$ cat src/rtl/hazard_scoreboard.sv
// hazard_scoreboard: operand-forwarding select and load-use stall unit for the lc3b pipeline
module hazard_scoreboard #(
    parameter int REG_W          = 3,
    parameter int N_FWD          = 2,
    parameter int LOAD_RES_STAGE = 2,
    parameter int CNT_W          = 16,
    localparam int SEL_W         = $clog2(N_FWD + 1)
) (
    input  logic             clk,
    input  logic             reset,
    input  logic             pipe_advance,
    input  logic             flush,
    input  logic             dec_valid,
    input  logic [REG_W-1:0] dec_sr1,
    input  logic [REG_W-1:0] dec_sr2,
    input  logic             dec_sr1use,
    input  logic             dec_sr2use,
    input  logic [REG_W-1:0] dec_dest,
    input  logic             dec_load_regfile,
    input  logic             dec_is_load,
    output logic             load_use_stall,
    output logic [SEL_W-1:0] fwd_sel_sr1,
    output logic [SEL_W-1:0] fwd_sel_sr2,
    output logic [CNT_W-1:0] stall_count
);

    logic             valid [N_FWD];
    logic [REG_W-1:0] dest  [N_FWD];
    logic             wr    [N_FWD];
    logic             is_ld [N_FWD];

    logic [SEL_W-1:0] cand_sr1, cand_sr2;
    logic             early_sr1, early_sr2, bubble;

    // Resolve each source against the shadow stages; scanning oldest to youngest lets the youngest match win
    always_comb begin
        cand_sr1  = '0;
        cand_sr2  = '0;
        early_sr1 = 1'b0;
        early_sr2 = 1'b0;
        for (int s = N_FWD - 1; s >= 0; s--) begin
            if (dec_valid && dec_sr1use && valid[s] && wr[s] && dest[s] == dec_sr1) begin
                cand_sr1  = SEL_W'(s + 1);
                early_sr1 = is_ld[s] && (s + 1 < LOAD_RES_STAGE);
            end
            if (dec_valid && dec_sr2use && valid[s] && wr[s] && dest[s] == dec_sr2) begin
                cand_sr2  = SEL_W'(s + 1);
                early_sr2 = is_ld[s] && (s + 1 < LOAD_RES_STAGE);
            end
        end
        load_use_stall = !flush && (early_sr1 || early_sr2);
        bubble         = load_use_stall || flush || !dec_valid;
    end

    // Shadow pipeline and registered forwarding selects advance with the datapath
    always_ff @(posedge clk) begin
        if (reset) begin
            for (int s = 0; s < N_FWD; s++) begin
                valid[s] <= 1'b0;
                dest[s]  <= '0;
                wr[s]    <= 1'b0;
                is_ld[s] <= 1'b0;
            end
            fwd_sel_sr1 <= '0;
            fwd_sel_sr2 <= '0;
        end else if (pipe_advance) begin
            for (int s = N_FWD - 1; s > 0; s--) begin
                valid[s] <= valid[s-1];
                dest[s]  <= dest[s-1];
                wr[s]    <= wr[s-1];
                is_ld[s] <= is_ld[s-1];
            end
            valid[0]    <= !bubble;
            dest[0]     <= dec_dest;
            wr[0]       <= dec_load_regfile;
            is_ld[0]    <= dec_is_load;
            fwd_sel_sr1 <= bubble ? '0 : cand_sr1;
            fwd_sel_sr2 <= bubble ? '0 : cand_sr2;
        end
    end

    // Saturating count of cycles in which a stall bubble actually enters EX
    always_ff @(posedge clk) begin
        if (reset)
            stall_count <= '0;
        else if (pipe_advance && load_use_stall && stall_count != '1)
            stall_count <= stall_count + CNT_W'(1);
    end

endmodule

$ cat config.mk
export PLATFORM = sky130hd
export DESIGN_NAME = hazard_scoreboard
export DESIGN_NICKNAME = d
export VERILOG_FILES = /design/src/rtl/hazard_scoreboard.sv
export SDC_FILE = /design/constraint.sdc
export NUM_CORES = 1
export LEC_CHECK = 0
export ABC_AREA = 1
export BUFFER_PORTS_ARGS = -buffer_cell sky130_fd_sc_hd__clkbuf_2
export CAP_MARGIN = 20
export CORE_AREA = 2 2 46 91
export CTS_BUF_LIST = sky130_fd_sc_hd__clkbuf_4 sky130_fd_sc_hd__clkbuf_8
export DETAILED_ROUTE_END_ITERATION = 8
export DIE_AREA = 0 0 48 93
export GPL_TIMING_DRIVEN = 0
export PLACE_DENSITY = 0.75
export RECOVER_POWER = 100
export SYNTH_ARGS = -nofsm -noshare
export SYNTH_HDL_FRONTEND = slang
export SYNTH_SLANG_ARGS = --single-unit
$ cat constraint.sdc
create_clock -name clk -period 3.5 [get_ports clk]
set_clock_uncertainty 0.05 [all_clocks]
set_input_delay 0.525 -clock clk [delete_from_list [all_inputs] [get_ports clk]]
set_output_delay 0.525 -clock clk [all_outputs]
set_load 0.02 [all_outputs]
## Word level (Yosys, flattened, before mapping)

Memories as Yosys holds them, arrays and structs flattened.
Index checks and enable logic that the tools add are counted.

| storage, ports and cells | value |
|---|---|
| RAM bits | 12 |
| flip-flop bits (word level) | 20 |
| logic and storage cells | 65 |
| memories | 4 |

Memory list:

| memory | depth | bits a word | rd ports | clocked after memory_dff | write ports | RTL line | RTL |
|---|---|---|---|---|---|---|---|
| dest | 2 | 3 | 2 | 0 | 2 | 28 | `logic [REG_W-1:0] dest [N_FWD];` |
| is_ld | 2 | 1 | 1 | 0 | 2 | 30 | `logic is_ld [N_FWD];` |
| valid | 2 | 1 | 2 | 0 | 2 | 27 | `logic valid [N_FWD];` |
| wr | 2 | 1 | 2 | 0 | 2 | 29 | `logic wr [N_FWD];` |

| operators by class | value |
|---|---|
| equal/unequal tests | 5 |
| $add $sub $neg | 1 |
| reductions and logical operators | 23 |
| bitwise logic cells | 8 |
| mux-type cells | 21 |

Operators with widths:

| operator | count |
|---|---|
| $logic_and A1 B1 Y1 | 17 |
| $add A16 B1 Y16 const B | 1 |
| $ne A16 B16 Y1 const B | 1 |
| $mux W1 | 13 |
| $eq A3 B3 Y1 | 4 |
| $mux W2 | 6 |
| $or A1 B1 Y1 | 8 |
| $mux W3 | 2 |
| $logic_not A1 Y1 | 3 |
| $logic_or A1 B1 Y1 | 3 |

## Depth between registers and ports, before layout

Gate-level depths: netlist of the first run.

| depth | value |
|---|---|
| depth in word-level cells | 11 |
| mapped depth | 12 |

## Worst setup path before layout of the first run

Ideal clock, no wire load.

| timing path | value |
|---|---|
| path type | input port to output port |
| start | input dec_sr1[1] |
| end | output load_use_stall |
| data arrival time | 1.193 ns |
| path slack | 1.732 ns |
| cell stages on the path | 8 |
| cell sequence | inv_1 > nand2_1 > nand2_1 > nor2_2 > nand2_1 > nand2_2 > nand3_4 > inv_1 |

| on the way | value |
|---|---|
| longest elaborated chain between the ends | 5 |

Ends and longest elaborated chain:

| element | RTL line | RTL |
|---|---|---|
| start: declaration | 14 | `input logic [REG_W-1:0] dec_sr1,` |
| $eq A3 B3 Y1 | 42 | `if (dec_valid && dec_sr1use && valid[s] && wr[s] && dest[s] == dec_sr1) begin` |
| $logic_and A1 B1 Y1 | 42 |  |
| $mux W1 | 42 |  |
| $logic_or A1 B1 Y1 | 51 | `load_use_stall = !flush && (early_sr1 \|\| early_sr2);` |
| $logic_and A1 B1 Y1 | 51 |  |
| end: declaration | 21 | `output logic load_use_stall,` |

Every way passes these cells.

==> metrics.txt, run 1 <==
# TYPE chip_impl_metric gauge
chip_impl_metric{name="achievable-frequency",unit="GHz"} 0.413
chip_impl_metric{name="cts_buffers",unit=""} 5
chip_impl_metric{name="power.density_cell_area",unit="nW/um^2"} 382
chip_impl_metric{name="dieWidth",unit="um"} 48
chip_impl_metric{name="dpl.hpwl",unit="um"} 3400
chip_impl_metric{name="nFillCells",unit=""} 408
chip_impl_metric{name="crit_fanout",unit=""} 10
chip_impl_metric{name="fin_area",unit="sq um"} 2130
chip_impl_info{name="gr-max-usage-layer",value="met2"} 1
chip_impl_metric{name="cell_area_after_synthesis",unit="sq um"} 1820
chip_impl_info{name="cell_at_the_root_of_the_clock_tree",value="sky130_fd_sc_hd__clkbuf_8"} 1
chip_impl_metric{name="timing.max_cap.violations",unit=""} 0
chip_impl_metric{name="worstPathArrival",unit="ns"} 2.55
chip_impl_metric{name="remaining_drc_errors",unit=""} 0
chip_impl_metric{name="final-hold-violation-count",unit=""} 0
chip_impl_metric{name="postSynth.asyncResetShare",unit=""} 0
chip_impl_metric{name="floorplan.initialDensity",unit=""} 0.479
chip_impl_metric{name="report.final.setup_viol",unit=""} 0
chip_impl_info{name="synth_common_cells",value="sky130_fd_sc_hd__nand2_1, sky130_fd_sc_hd__nor2_1, sky130_fd_sc_hd__inv_1"} 1
chip_impl_metric{name="slew_violations",unit=""} 0
chip_impl_info{name="worstSetupStartpointType",value="flip-flop"} 1
chip_impl_metric{name="worst_ep_required_time",unit="ns"} 3.63
chip_impl_metric{name="postSynthCellCount",unit=""} 270
chip_impl_info{name="worst_min_delay_path_class",value="input port to flip-flop"} 1
chip_impl_metric{name="post_cts.resized_instances",unit=""} 0
chip_impl_metric{name="relSlewSlack",unit=""} 0.549
chip_impl_metric{name="number_of_hold_repair_buffers_added_at_the_cts_stage",unit=""} 0
chip_impl_metric{name="post_layout_utilization_of_the_core",unit=""} 0.559
chip_impl_metric{name="numClockSinks",unit=""} 31
chip_impl_metric{name="max-clock-path-buffers",unit=""} 2
chip_impl_metric{name="p_leak",unit="nW"} 1.01
chip_impl_metric{name="post_cts_buffers",unit=""} 0
chip_impl_metric{name="boundaryPins",unit=""} 39
chip_impl_metric{name="drt_first_iter_violations",unit=""} 26
chip_impl_metric{name="clkLatencyLatePin",unit="ns"} 0.28
chip_impl_metric{name="first_global_vias",unit=""} 1683
chip_impl_info{name="rsz0062_at_grt",value="no"} 1
chip_impl_metric{name="synth-seq-area-share",unit=""} 0.401
chip_impl_metric{name="placedInstanceArea",unit="sq um"} 2080
chip_impl_metric{name="grt_start_max_net_pins",unit=""} 12
chip_impl_metric{name="floorplan.core_area",unit="sq um"} 3800
chip_impl_metric{name="yosys.cell_types.count",unit=""} 25
chip_impl_metric{name="worst_slack",unit="ns"} 1.08
chip_impl_metric{name="die_area",unit="sq um"} 4460
chip_impl_metric{name="ir_worst_vdd",unit="mV"} 0.302
chip_impl_metric{name="drt-pass1-iter-count",unit=""} 5
chip_impl_metric{name="grt_use_met1",unit=""} 0.194
chip_impl_metric{name="number_of_flops_mapped_to_enable_cells_by_yosys",unit=""} 11
chip_impl_metric{name="globalRouteTotalUtil",unit=""} 0.217
chip_impl_metric{name="io_buffer_count",unit=""} 38
chip_impl_metric{name="report.power.total",unit="mW"} 0.813
chip_impl_metric{name="antenna_violations_before_repair",unit=""} 0
chip_impl_metric{name="standard_cell_row_count",unit=""} 32
chip_impl_metric{name="detailed_route_via_count",unit=""} 1775
chip_impl_metric{name="global_route.usage.met2",unit=""} 0.414
chip_impl_metric{name="multiInputGateArea",unit="sq um"} 858
chip_impl_metric{name="finalSetupTns",unit="ns"} 0
chip_impl_metric{name="globalRouteMet3Util",unit=""} 0.0405
chip_impl_metric{name="grt_total_ovfl",unit=""} 0
chip_impl_info{name="main_flop_type_after_synthesis",value="sky130_fd_sc_hd__dfxtp_1"} 1
chip_impl_metric{name="floorplan.die.height",unit="um"} 93
chip_impl_info{name="post-synth-top-area-cell",value="sky130_fd_sc_hd__dfxtp_1"} 1
chip_impl_info{name="critical_path_class",value="flip-flop to flip-flop"} 1
chip_impl_metric{name="layout-drive-gt1-share",unit=""} 0.101
chip_impl_metric{name="global_route_wire_length_before_repair",unit="um"} 6910
chip_impl_metric{name="postSynthAreaPerCell",unit="sq um"} 6.75
chip_impl_metric{name="drtAntennaViolNets",unit=""} 0
chip_impl_metric{name="synth_warnings",unit=""} 0
chip_impl_info{name="yosysMostFrequentCell",value="sky130_fd_sc_hd__nand2_1"} 1
chip_impl_metric{name="globalplace.congestion",unit=""} 0.890
chip_impl_metric{name="net_count_of_the_mapped_netlist",unit=""} 289
chip_impl_metric{name="h-tree-depth",unit=""} 2
chip_impl_metric{name="post_drt_wl_per_cell",unit="um"} 11.6
chip_impl_metric{name="post-route-period-util",unit=""} 0.692
chip_impl_metric{name="final_critical_path_required_period",unit="ns"} 2.42
chip_impl_metric{name="register_area",unit="sq um"} 731
chip_impl_info{name="end_kind",value="flip-flop"} 1
chip_impl_info{name="run_status",value="finished, final reports clean"} 1
chip_impl_metric{name="drt-total-wl",unit="um"} 4250
chip_impl_metric{name="path_clk_slew",unit="ns"} 0.07
chip_impl_metric{name="netlist.area_leader.share",unit=""} 0.220
chip_impl_info{name="post_synth_main_area_contributors",value="sky130_fd_sc_hd__dfxtp_1, sky130_fd_sc_hd__edfxtp_1, sky130_fd_sc_hd__nand2_1"} 1
chip_impl_metric{name="number_of_synthesized_register_bits",unit=""} 31
chip_impl_metric{name="worst-slew-pin-transition",unit="ns"} 0.674
chip_impl_info{name="clock_tree_from_tritoncts",value="done"} 1
chip_impl_metric{name="routed_via_count_divided_by_cell_count",unit=""} 4.84
chip_impl_metric{name="diodes",unit=""} 0
chip_impl_metric{name="finish.net_count",unit=""} 334
chip_impl_metric{name="syn_to_final_growth",unit="%"} 16.7
chip_impl_metric{name="dpl_worst_slack",unit="ns"} 1.41
stage by stage:
stage | hold WS [ns] | instances
after global placement | 0.413 | 359
final | 0.395 | 367
after global routing | 0.401 | 367
after floorplan | 0.495 | 270
after detailed placement | 0.418 | 359
after CTS | 0.367 | 367
worst paths after layout:
kind / from / endpoint / slack (ns) / depth (start not counted)
setup / recovery: dest[0][2] / stall_count[15] / 1.08 / 12
hold / removal: reset / stall_count[6] / 0.40 / 2
setup reg to reg: dest[0][2] / stall_count[15] / 1.08 / 12
hold reg to reg: fwd_sel_sr2[1] / fwd_sel_sr2[1] / 0.43 / 2
cell families after synthesis:
group / Yosys count / synth area share
AO/OA/AOI/OAI: 11 / 0.0323
XOR/XNOR: 7 / 0.0336
flip-flops: 31 / 0.401
AND/OR/NAND/NOR: 168 / 0.413
adder cells (fa/ha/maj): 1 / 0.00686
buffers and inverters: 52 / 0.113
critical path: stages, from the launching register on:
cell	delay [ns]
sky130_fd_sc_hd__edfxtp_1	0.38
sky130_fd_sc_hd__inv_1	0.09
sky130_fd_sc_hd__nand2_1	0.06
sky130_fd_sc_hd__nand2_1	0.04
sky130_fd_sc_hd__nor2_1	0.21
sky130_fd_sc_hd__nand2_1	0.12
sky130_fd_sc_hd__nand2_1	0.12
sky130_fd_sc_hd__nand3_4	0.07
sky130_fd_sc_hd__nor2_1	0.53
sky130_fd_sc_hd__clkbuf_1	0.41
sky130_fd_sc_hd__nand3_1	0.12
sky130_fd_sc_hd__nand2_1	0.08
sky130_fd_sc_hd__nor2_1	0.04
layout by cell type, fill, tap and decap left out:
| cell type | Yosys | final |
|---|---|---|
| sky130_fd_sc_hd__a21oi_1 | 8 | 8 |
| sky130_fd_sc_hd__inv_2 | 5 | 5 |
| sky130_fd_sc_hd__o21ai_0 | 1 | 1 |
| sky130_fd_sc_hd__nor2_2 | 2 | 1 |
| sky130_fd_sc_hd__nand3_1 | 24 | 24 |
| sky130_fd_sc_hd__nand3b_1 | 1 | 1 |
| sky130_fd_sc_hd__clkbuf_1 | 3 | 27 |
| sky130_fd_sc_hd__a211oi_1 | 1 | 1 |
| sky130_fd_sc_hd__nand2_1 | 75 | 76 |
| sky130_fd_sc_hd__nor2_4 | 1 | 1 |
| sky130_fd_sc_hd__nor3_1 | 3 | 3 |
| sky130_fd_sc_hd__edfxtp_1 | 11 | 11 |
| sky130_fd_sc_hd__nand4_1 | 7 | 8 |
| sky130_fd_sc_hd__nand3_4 | 2 | 2 |
| sky130_fd_sc_hd__inv_1 | 43 | 43 |
| sky130_fd_sc_hd__a31oi_1 | 1 | 1 |
| sky130_fd_sc_hd__ha_1 | 1 | 1 |
| sky130_fd_sc_hd__xor2_1 | 2 | 2 |
| sky130_fd_sc_hd__clkinv_2 | 0 | 1 |
| sky130_fd_sc_hd__xnor2_1 | 5 | 5 |
| sky130_fd_sc_hd__clkbuf_8 | 0 | 6 |
| sky130_fd_sc_hd__dfxtp_1 | 20 | 20 |
| sky130_fd_sc_hd__nor2_1 | 50 | 52 |
| sky130_fd_sc_hd__bufinv_16 | 0 | 1 |
| sky130_fd_sc_hd__clkbuf_2 | 0 | 15 |
final cells by class:
type                       instances  share of cell area
multi-input combinational        187               0.404
sequential                        31               0.344
inverter                          48              0.0847
timing repair buffer              38              0.0759
clock buffer                       6              0.0388
tap                               51              0.0300
clock inverter                     2              0.0165
buffer                             4             0.00706
sequential cells by signal (all words and copies together) (netlist names):
signal and cells:
fwd_sel_sr2 2, valid 2, dest 6, fwd_sel_sr1 2, wr 2, is_ld 1
stall_count 16
report_power, final:
group / leakage [nW] / total (mW) / switching (mW) / internal (mW)
Clock: 0.0612 / 0.366 / 0.136 / 0.230
Combinational: 0.664 / 0.0577 / 0.0368 / 0.0209
Sequential: 0.282 / 0.390 / 0.00686 / 0.383
layer usage:
layer,vias to the layer above,part of all wire,wire (um)
li1,926,-,-
met1,792,0.35,1490
met2,47,0.58,2460
met3,10,0.041,175
met4,0,0.028,117
met5,-,0,0
Note: power is estimated with default switching activity, not from simulation.
==> run 2: changes to the inputs <==
- clock period: 3.5 -> 2.4 ns (I/O delays scaled with it)
==> run 2 against run 1 <==
Combinational power grew 48%. Largest cell class unchanged. Non-clock buffer count is the same. Hold slack lost 0.16 ns. Largest power group unchanged. Worst setup slack lost 0.71 ns. Die area is the same. Sequential share of layout area shrank 0.46 points. Global-route usage is the same. Total power grew 46%. Count of clock-buffer cells in the layout is the same. Final area grew 1.4%. Register-to-register slack lost 0.51 ns. Clock power grew 46%.
==> metrics.txt, run 2 (synthesized netlist as in run 1, its figures left out) <==
# TYPE chip_impl_metric gauge
chip_impl_metric{name="register_area",unit="sq um"} 731
chip_impl_info{name="worst_min_delay_path_class",value="input port to flip-flop"} 1
chip_impl_metric{name="post_cts.resized_instances",unit=""} 0
chip_impl_metric{name="drtAntennaViolNets",unit=""} 0
chip_impl_metric{name="max-clock-path-buffers",unit=""} 2
chip_impl_metric{name="swShare",unit=""} 0.221
chip_impl_metric{name="finalSetupTns",unit="ns"} 0
chip_impl_info{name="critical_path_class",value="flip-flop to output pin"} 1
chip_impl_metric{name="grt_total_ovfl",unit=""} 0
chip_impl_metric{name="layout-drive-gt1-share",unit=""} 0.111
chip_impl_metric{name="p_int",unit="mW"} 0.925
chip_impl_metric{name="numClockSinks",unit=""} 31
chip_impl_metric{name="crit_fanout",unit=""} 3
chip_impl_metric{name="report.final.setup_viol",unit=""} 0
chip_impl_metric{name="drt-pass1-iter-count",unit=""} 4
chip_impl_info{name="end_kind",value="output pin"} 1
chip_impl_info{name="largest-register",value="stall_count"} 1
chip_impl_metric{name="clkLatencyLatePin",unit="ns"} 0.29
chip_impl_metric{name="antenna_violations_before_repair",unit=""} 0
chip_impl_metric{name="standard_cell_row_count",unit=""} 32
chip_impl_metric{name="h-tree-depth",unit=""} 2
chip_impl_metric{name="drt-total-wl",unit="um"} 4220
chip_impl_metric{name="global_route_wire_length_before_repair",unit="um"} 6910
chip_impl_metric{name="seqPwrFrac",unit=""} 0.479
chip_impl_metric{name="globalplace.congestion",unit=""} 0.890
chip_impl_metric{name="floorplan.die.height",unit="um"} 93
chip_impl_metric{name="slew_violations",unit=""} 0
chip_impl_info{name="run_status",value="finished, final reports clean"} 1
chip_impl_metric{name="path_clk_slew",unit="ns"} 0.07
chip_impl_metric{name="worst_ep_required_time",unit="ns"} 1.99
chip_impl_metric{name="boundaryPins",unit=""} 39
chip_impl_metric{name="detailed_route_via_count",unit=""} 1765
chip_impl_info{name="worstSetupStartpointType",value="flip-flop"} 1
chip_impl_metric{name="number_of_hold_repair_buffers_added_at_the_cts_stage",unit=""} 0
chip_impl_metric{name="first_global_vias",unit=""} 1683
chip_impl_metric{name="share_comb_of_total_power",unit=""} 0.072
chip_impl_metric{name="clkPwrFrac",unit=""} 0.449
chip_impl_metric{name="finish.net_count",unit=""} 334
chip_impl_metric{name="io_buffer_count",unit=""} 38
chip_impl_metric{name="diodes",unit=""} 0
chip_impl_metric{name="power.density_cell_area",unit="nW/um^2"} 551
chip_impl_metric{name="final_cell_count_no_fill",unit=""} 367
chip_impl_metric{name="achievable-frequency",unit="GHz"} 0.492
chip_impl_metric{name="die_area",unit="sq um"} 4460
chip_impl_metric{name="floorplan.core_area",unit="sq um"} 3800
chip_impl_metric{name="worstPathArrival",unit="ns"} 1.62
chip_impl_metric{name="report.power.total",unit="mW"} 1.19
chip_impl_metric{name="dpl.hpwl",unit="um"} 3400
chip_impl_info{name="rsz0062_at_grt",value="no"} 1
chip_impl_info{name="largest_registers",value="stall_count x16, dest x6"} 1
chip_impl_metric{name="final_critical_path_required_period",unit="ns"} 2.03
chip_impl_metric{name="place_inst",unit=""} 359
chip_impl_metric{name="dieWidth",unit="um"} 48
chip_impl_metric{name="remaining_drc_errors",unit=""} 0
chip_impl_metric{name="routed_via_count_divided_by_cell_count",unit=""} 4.81
chip_impl_metric{name="ir_worst_vdd",unit="mV"} 0.440
chip_impl_metric{name="relSlewSlack",unit=""} 0.675
chip_impl_metric{name="net-switching-power",unit="mW"} 0.262
chip_impl_metric{name="p_leak",unit="nW"} 1.03
chip_impl_metric{name="drt_first_iter_violations",unit=""} 34
chip_impl_metric{name="multiInputGateArea",unit="sq um"} 875
chip_impl_metric{name="globalRouteTotalUtil",unit=""} 0.217
chip_impl_metric{name="worst-slew-pin-transition",unit="ns"} 0.487
chip_impl_metric{name="post-route-period-util",unit=""} 0.846
chip_impl_metric{name="post_drt_wl_per_cell",unit="um"} 11.5
chip_impl_metric{name="largest_register_ff_count",unit=""} 16
chip_impl_metric{name="floorplan.initialDensity",unit=""} 0.479
chip_impl_info{name="clock_tree_from_tritoncts",value="done"} 1
chip_impl_metric{name="cts_buffers",unit=""} 5
chip_impl_metric{name="final-hold-violation-count",unit=""} 0
chip_impl_metric{name="grt_start_max_net_pins",unit=""} 12
chip_impl_metric{name="timing.max_cap.violations",unit=""} 0
chip_impl_metric{name="post_cts_buffers",unit=""} 0
chip_impl_metric{name="syn_to_final_growth",unit="%"} 18.3
chip_impl_metric{name="nFillCells",unit=""} 404
chip_impl_info{name="cell_at_the_root_of_the_clock_tree",value="sky130_fd_sc_hd__clkbuf_8"} 1
chip_impl_info{name="layout.cells.most_common",value="sky130_fd_sc_hd__nand2_1"} 1
chip_impl_info{name="most-common-layout-cells",value="sky130_fd_sc_hd__nand2_1, sky130_fd_sc_hd__nor2_1, sky130_fd_sc_hd__inv_1"} 1
run 2: cell count changes in the layout (fill, tap and decap cells not counted):
cell and change:
sky130_fd_sc_hd__buf_8 +1, sky130_fd_sc_hd__clkbuf_1 -2, sky130_fd_sc_hd__clkbuf_2 +1, sky130_fd_sc_hd__nor2_1 -1, sky130_fd_sc_hd__nor2_8 +1
run 2: power groups by stage:
stage,combinational (mW),clock [mW],sequential (mW)
floorplan,0.0535,0,0.578
global placement,0.0857,0,0.579
detailed placement,0.0868,0,0.580
CTS,0.0874,0.538,0.569
global route,0.0989,0.559,0.570
finish,0.0852,0.533,0.568
run 2: final cells by class:
cell class                      count  share of cell area
Multi-Input combinational cell    187               0.406
Sequential cell                    31               0.339
Inverter                           48              0.0836
Timing Repair Buffer               38              0.0754
Clock buffer                        6              0.0383
Tap cell                           51              0.0296
Clock inverter                      2              0.0163
Buffer                              4              0.0122
run 2: final timing paths:
kind                     end  depth (start not counted)  slack, ns      startpoint
max           load_use_stall                          9       0.37      dest[0][2]
min           stall_count[6]                          2       0.23           reset
max reg2reg  stall_count[14]                          9       0.57      dest[0][2]
min reg2reg   fwd_sel_sr2[1]                          2       0.43  fwd_sel_sr2[1]
run 2: routing by layer:
| metal | vias to the layer above | routed length, um | GRT usage |
|---|---|---|---|
| met1 | 780 | 1470 | 0.194 |
| met5 | - | 0 | 0 |
| li1 | 924 | - | - |
| met2 | 51 | 2450 | 0.414 |
| met4 | 0 | 121 | 0.0946 |
| met3 | 10 | 172 | 0.0405 |
run 2: through the flow:
step / worst slack, ns / instance area [sq um] / util / hold WS (ns)
3_5_place_dp: 0.592 / 2080 / 0.546 / 0.418
4_1_cts: 0.386 / 2190 / 0.577 / 0.202
5_1_grt: 0.132 / 2160 / 0.567 / 0.236
6_report: 0.369 / 2160 / 0.567 / 0.231
3_3_place_gp: 0.608 / 2080 / 0.546 / 0.413
2_1_floorplan: 0.762 / 1820 / - / 0.382
run 2: worst max-delay path: stages (launching register included):
cell and delay, ns:
sky130_fd_sc_hd__edfxtp_1 0.38, sky130_fd_sc_hd__inv_1 0.09, sky130_fd_sc_hd__nand2_1 0.06, sky130_fd_sc_hd__nand2_1 0.04, sky130_fd_sc_hd__nor2_1 0.21, sky130_fd_sc_hd__nand2_1 0.12, sky130_fd_sc_hd__nand2_1 0.12, sky130_fd_sc_hd__nand3_4 0.10
sky130_fd_sc_hd__inv_1 0.07, sky130_fd_sc_hd__clkbuf_2 0.16
==> run 3: changes to the inputs <==
- clock period: 2.4 -> 2.1 ns (I/O delays scaled with it)
==> run 3 against run 2 <==
Register-to-register slack got worse by 0.34 ns. Utilization shrank 0.066 points. Via count rose by 0.51%. Sequential power up 14%. Clock power up 15%. First-iteration DRC count down 5.9%. Count of clock-buffer cells in the layout unchanged. Total power rose by 15%. Worst setup slack got worse by 0.22 ns. Combinational power grew 17%. Sequential share of layout area is essentially flat. Die area unchanged. Critical path type unchanged.
==> metrics.txt, run 3 (synthesized netlist as in run 1, its figures left out) <==
# TYPE chip_impl_metric gauge
chip_impl_info{name="run_status",value="finished, final reports clean"} 1
chip_impl_metric{name="power.density_cell_area",unit="nW/um^2"} 631
chip_impl_info{name="timing.hold.worst.start",value="reset"} 1
chip_impl_metric{name="ir_worst_vdd",unit="mV"} 0.503
chip_impl_metric{name="grt_use_met1",unit=""} 0.194
chip_impl_info{name="layout.cells.most_common",value="sky130_fd_sc_hd__nand2_1"} 1
chip_impl_metric{name="numClockSinks",unit=""} 31
chip_impl_metric{name="final_cell_count_no_fill",unit=""} 367
chip_impl_metric{name="globalRouteTotalUtil",unit=""} 0.217
chip_impl_info{name="clock_tree_from_tritoncts",value="done"} 1
chip_impl_info{name="rsz0062_at_grt",value="no"} 1
chip_impl_metric{name="floorplan.die.height",unit="um"} 93
chip_impl_info{name="worst_min_delay_path_class",value="input port to flip-flop"} 1
chip_impl_metric{name="clkLatencyLatePin",unit="ns"} 0.29
chip_impl_metric{name="max-clock-path-buffers",unit=""} 2
chip_impl_metric{name="floorplan.core_area",unit="sq um"} 3800
chip_impl_metric{name="slew_violations",unit=""} 0
chip_impl_metric{name="grt_start_max_net_pins",unit=""} 12
chip_impl_metric{name="worst_ep_required_time",unit="ns"} 1.74
chip_impl_metric{name="antenna_violations_before_repair",unit=""} 0
chip_impl_metric{name="drt_first_iter_violations",unit=""} 32
chip_impl_metric{name="whs",unit="ns"} 0.188
chip_impl_metric{name="detailed_route_via_count",unit=""} 1774
chip_impl_metric{name="report.power.total",unit="mW"} 1.36
chip_impl_metric{name="clkPwrFrac",unit=""} 0.449
chip_impl_metric{name="h-tree-depth",unit=""} 2
chip_impl_metric{name="net-switching-power",unit="mW"} 0.302
chip_impl_metric{name="achievable-frequency",unit="GHz"} 0.512
chip_impl_metric{name="post-route-period-util",unit=""} 0.930
chip_impl_info{name="largest-register",value="stall_count"} 1
chip_impl_metric{name="p_leak",unit="nW"} 1.03
chip_impl_metric{name="relSlewSlack",unit=""} 0.672
chip_impl_metric{name="worst_slack",unit="ns"} 0.146
chip_impl_metric{name="boundaryPins",unit=""} 39
chip_impl_metric{name="syn_to_final_growth",unit="%"} 18.1
chip_impl_metric{name="worstPathArrival",unit="ns"} 1.59
chip_impl_metric{name="io_buffer_count",unit=""} 38
chip_impl_metric{name="share_comb_of_total_power",unit=""} 0.073
chip_impl_metric{name="first_global_vias",unit=""} 1683
chip_impl_metric{name="dpl.hpwl",unit="um"} 3400
chip_impl_metric{name="place_inst",unit=""} 359
chip_impl_metric{name="global_route.usage.met2",unit=""} 0.414
chip_impl_metric{name="standard_cell_row_count",unit=""} 32
chip_impl_metric{name="globalRouteMet3Util",unit=""} 0.0405
chip_impl_metric{name="finalSetupTns",unit="ns"} 0
chip_impl_metric{name="report.final.setup_viol",unit=""} 0
chip_impl_metric{name="largest_register_ff_count",unit=""} 16
chip_impl_metric{name="seqPwrFrac",unit=""} 0.478
chip_impl_metric{name="dpl_worst_slack",unit="ns"} 0.337
chip_impl_info{name="largest_registers",value="stall_count x16, dest x6"} 1
chip_impl_metric{name="post_drt_wl_per_cell",unit="um"} 11.5
chip_impl_metric{name="drt-total-wl",unit="um"} 4210
chip_impl_metric{name="drtAntennaViolNets",unit=""} 0
chip_impl_metric{name="crit_fanout",unit=""} 3
chip_impl_metric{name="final-hold-violation-count",unit=""} 0
chip_impl_metric{name="timing.max_cap.violations",unit=""} 0
chip_impl_metric{name="diodes",unit=""} 0
chip_impl_metric{name="globalplace.congestion",unit=""} 0.890
chip_impl_metric{name="cts_buffers",unit=""} 5
chip_impl_metric{name="number_of_hold_repair_buffers_added_at_the_cts_stage",unit=""} 0
chip_impl_metric{name="remaining_drc_errors",unit=""} 0
chip_impl_info{name="worstSetupStartpointType",value="flip-flop"} 1
chip_impl_info{name="end_kind",value="output pin"} 1
chip_impl_info{name="most-common-layout-cells",value="sky130_fd_sc_hd__nand2_1, sky130_fd_sc_hd__nor2_1, sky130_fd_sc_hd__inv_1"} 1
chip_impl_info{name="crit_path_start",value="dest[0][2]"} 1
chip_impl_metric{name="global_route_wire_length_before_repair",unit="um"} 6910
chip_impl_metric{name="layout-drive-gt1-share",unit=""} 0.114
chip_impl_metric{name="path_clk_slew",unit="ns"} 0.07
chip_impl_metric{name="die_area",unit="sq um"} 4460
chip_impl_info{name="critical_path_class",value="flip-flop to output pin"} 1
chip_impl_metric{name="dieWidth",unit="um"} 48
chip_impl_info{name="cell_at_the_root_of_the_clock_tree",value="sky130_fd_sc_hd__clkbuf_8"} 1
chip_impl_metric{name="finish.net_count",unit=""} 334
chip_impl_metric{name="final_critical_path_required_period",unit="ns"} 1.95
chip_impl_metric{name="worst-slew-pin-transition",unit="ns"} 0.491
chip_impl_info{name="rr_startpoint",value="dest[0][2]"} 1
chip_impl_metric{name="floorplan.initialDensity",unit=""} 0.479
chip_impl_metric{name="drt-pass1-iter-count",unit=""} 4
chip_impl_metric{name="grt_total_ovfl",unit=""} 0
chip_impl_metric{name="p_int",unit="mW"} 1.06
chip_impl_metric{name="routed_via_count_divided_by_cell_count",unit=""} 4.83
chip_impl_info{name="gr-max-usage-layer",value="met2"} 1
chip_impl_metric{name="swShare",unit=""} 0.222
-- run 3: layer usage --
layer | share of wire | routed length (um)
met5 | 0 | 0
met4 | 0.030 | 125
met3 | 0.043 | 180
met2 | 0.58 | 2450
met1 | 0.35 | 1460
-- run 3: critical path, cell delays in order, from the launching register on --
cell and delay (ns):
sky130_fd_sc_hd__edfxtp_1 0.38, sky130_fd_sc_hd__inv_1 0.09, sky130_fd_sc_hd__nand2_1 0.06, sky130_fd_sc_hd__nand2_1 0.05
sky130_fd_sc_hd__nor2_1 0.19, sky130_fd_sc_hd__nand2_1 0.10, sky130_fd_sc_hd__nand2_1 0.11, sky130_fd_sc_hd__nand3_4 0.10
sky130_fd_sc_hd__inv_1 0.07, sky130_fd_sc_hd__clkbuf_2 0.16
-- run 3: stage by stage --
step / instance area (sq um) / util
after floorplan: 1820 / -
after global placement: 2080 / 0.546
after detailed placement: 2080 / 0.546
after CTS: 2190 / 0.577
after global routing: 2150 / 0.566
final: 2150 / 0.566
-- run 3: final timing paths --
path	cells past startpoint	to	slack [ns]
setup / recovery	9	load_use_stall	0.15
setup reg to reg	12	stall_count[15]	0.23
hold reg to reg	2	fwd_sel_sr2[1]	0.43
hold / removal	2	stall_count[6]	0.19
-- run 3: power groups by stage --
stage	clock network [mW]	logic [mW]	registers [mW]
2_1_floorplan	0	0.0612	0.660
3_3_place_gp	0	0.0979	0.662
3_5_place_dp	0	0.0992	0.663
4_1_cts	0.615	0.0999	0.650
5_1_grt	0.638	0.115	0.652
6_report	0.611	0.0994	0.650
-- run 3: area by class of cell --
class,instances,area [sq um]
Sequential cell,31,731
Buffer,4,16.3
Inverter,48,180
Clock buffer,6,82.6
Clock inverter,2,35.0
Fill cell,403,1650
Multi-Input combinational cell,187,882
Tap cell,51,63.8
Timing Repair Buffer,38,163
-- run 3: what timing repair did --
item                       4_1_cts  5_1_grt
setup endpoints to repair        0        1
resized for setup                0        1
setup buffers                    0        0
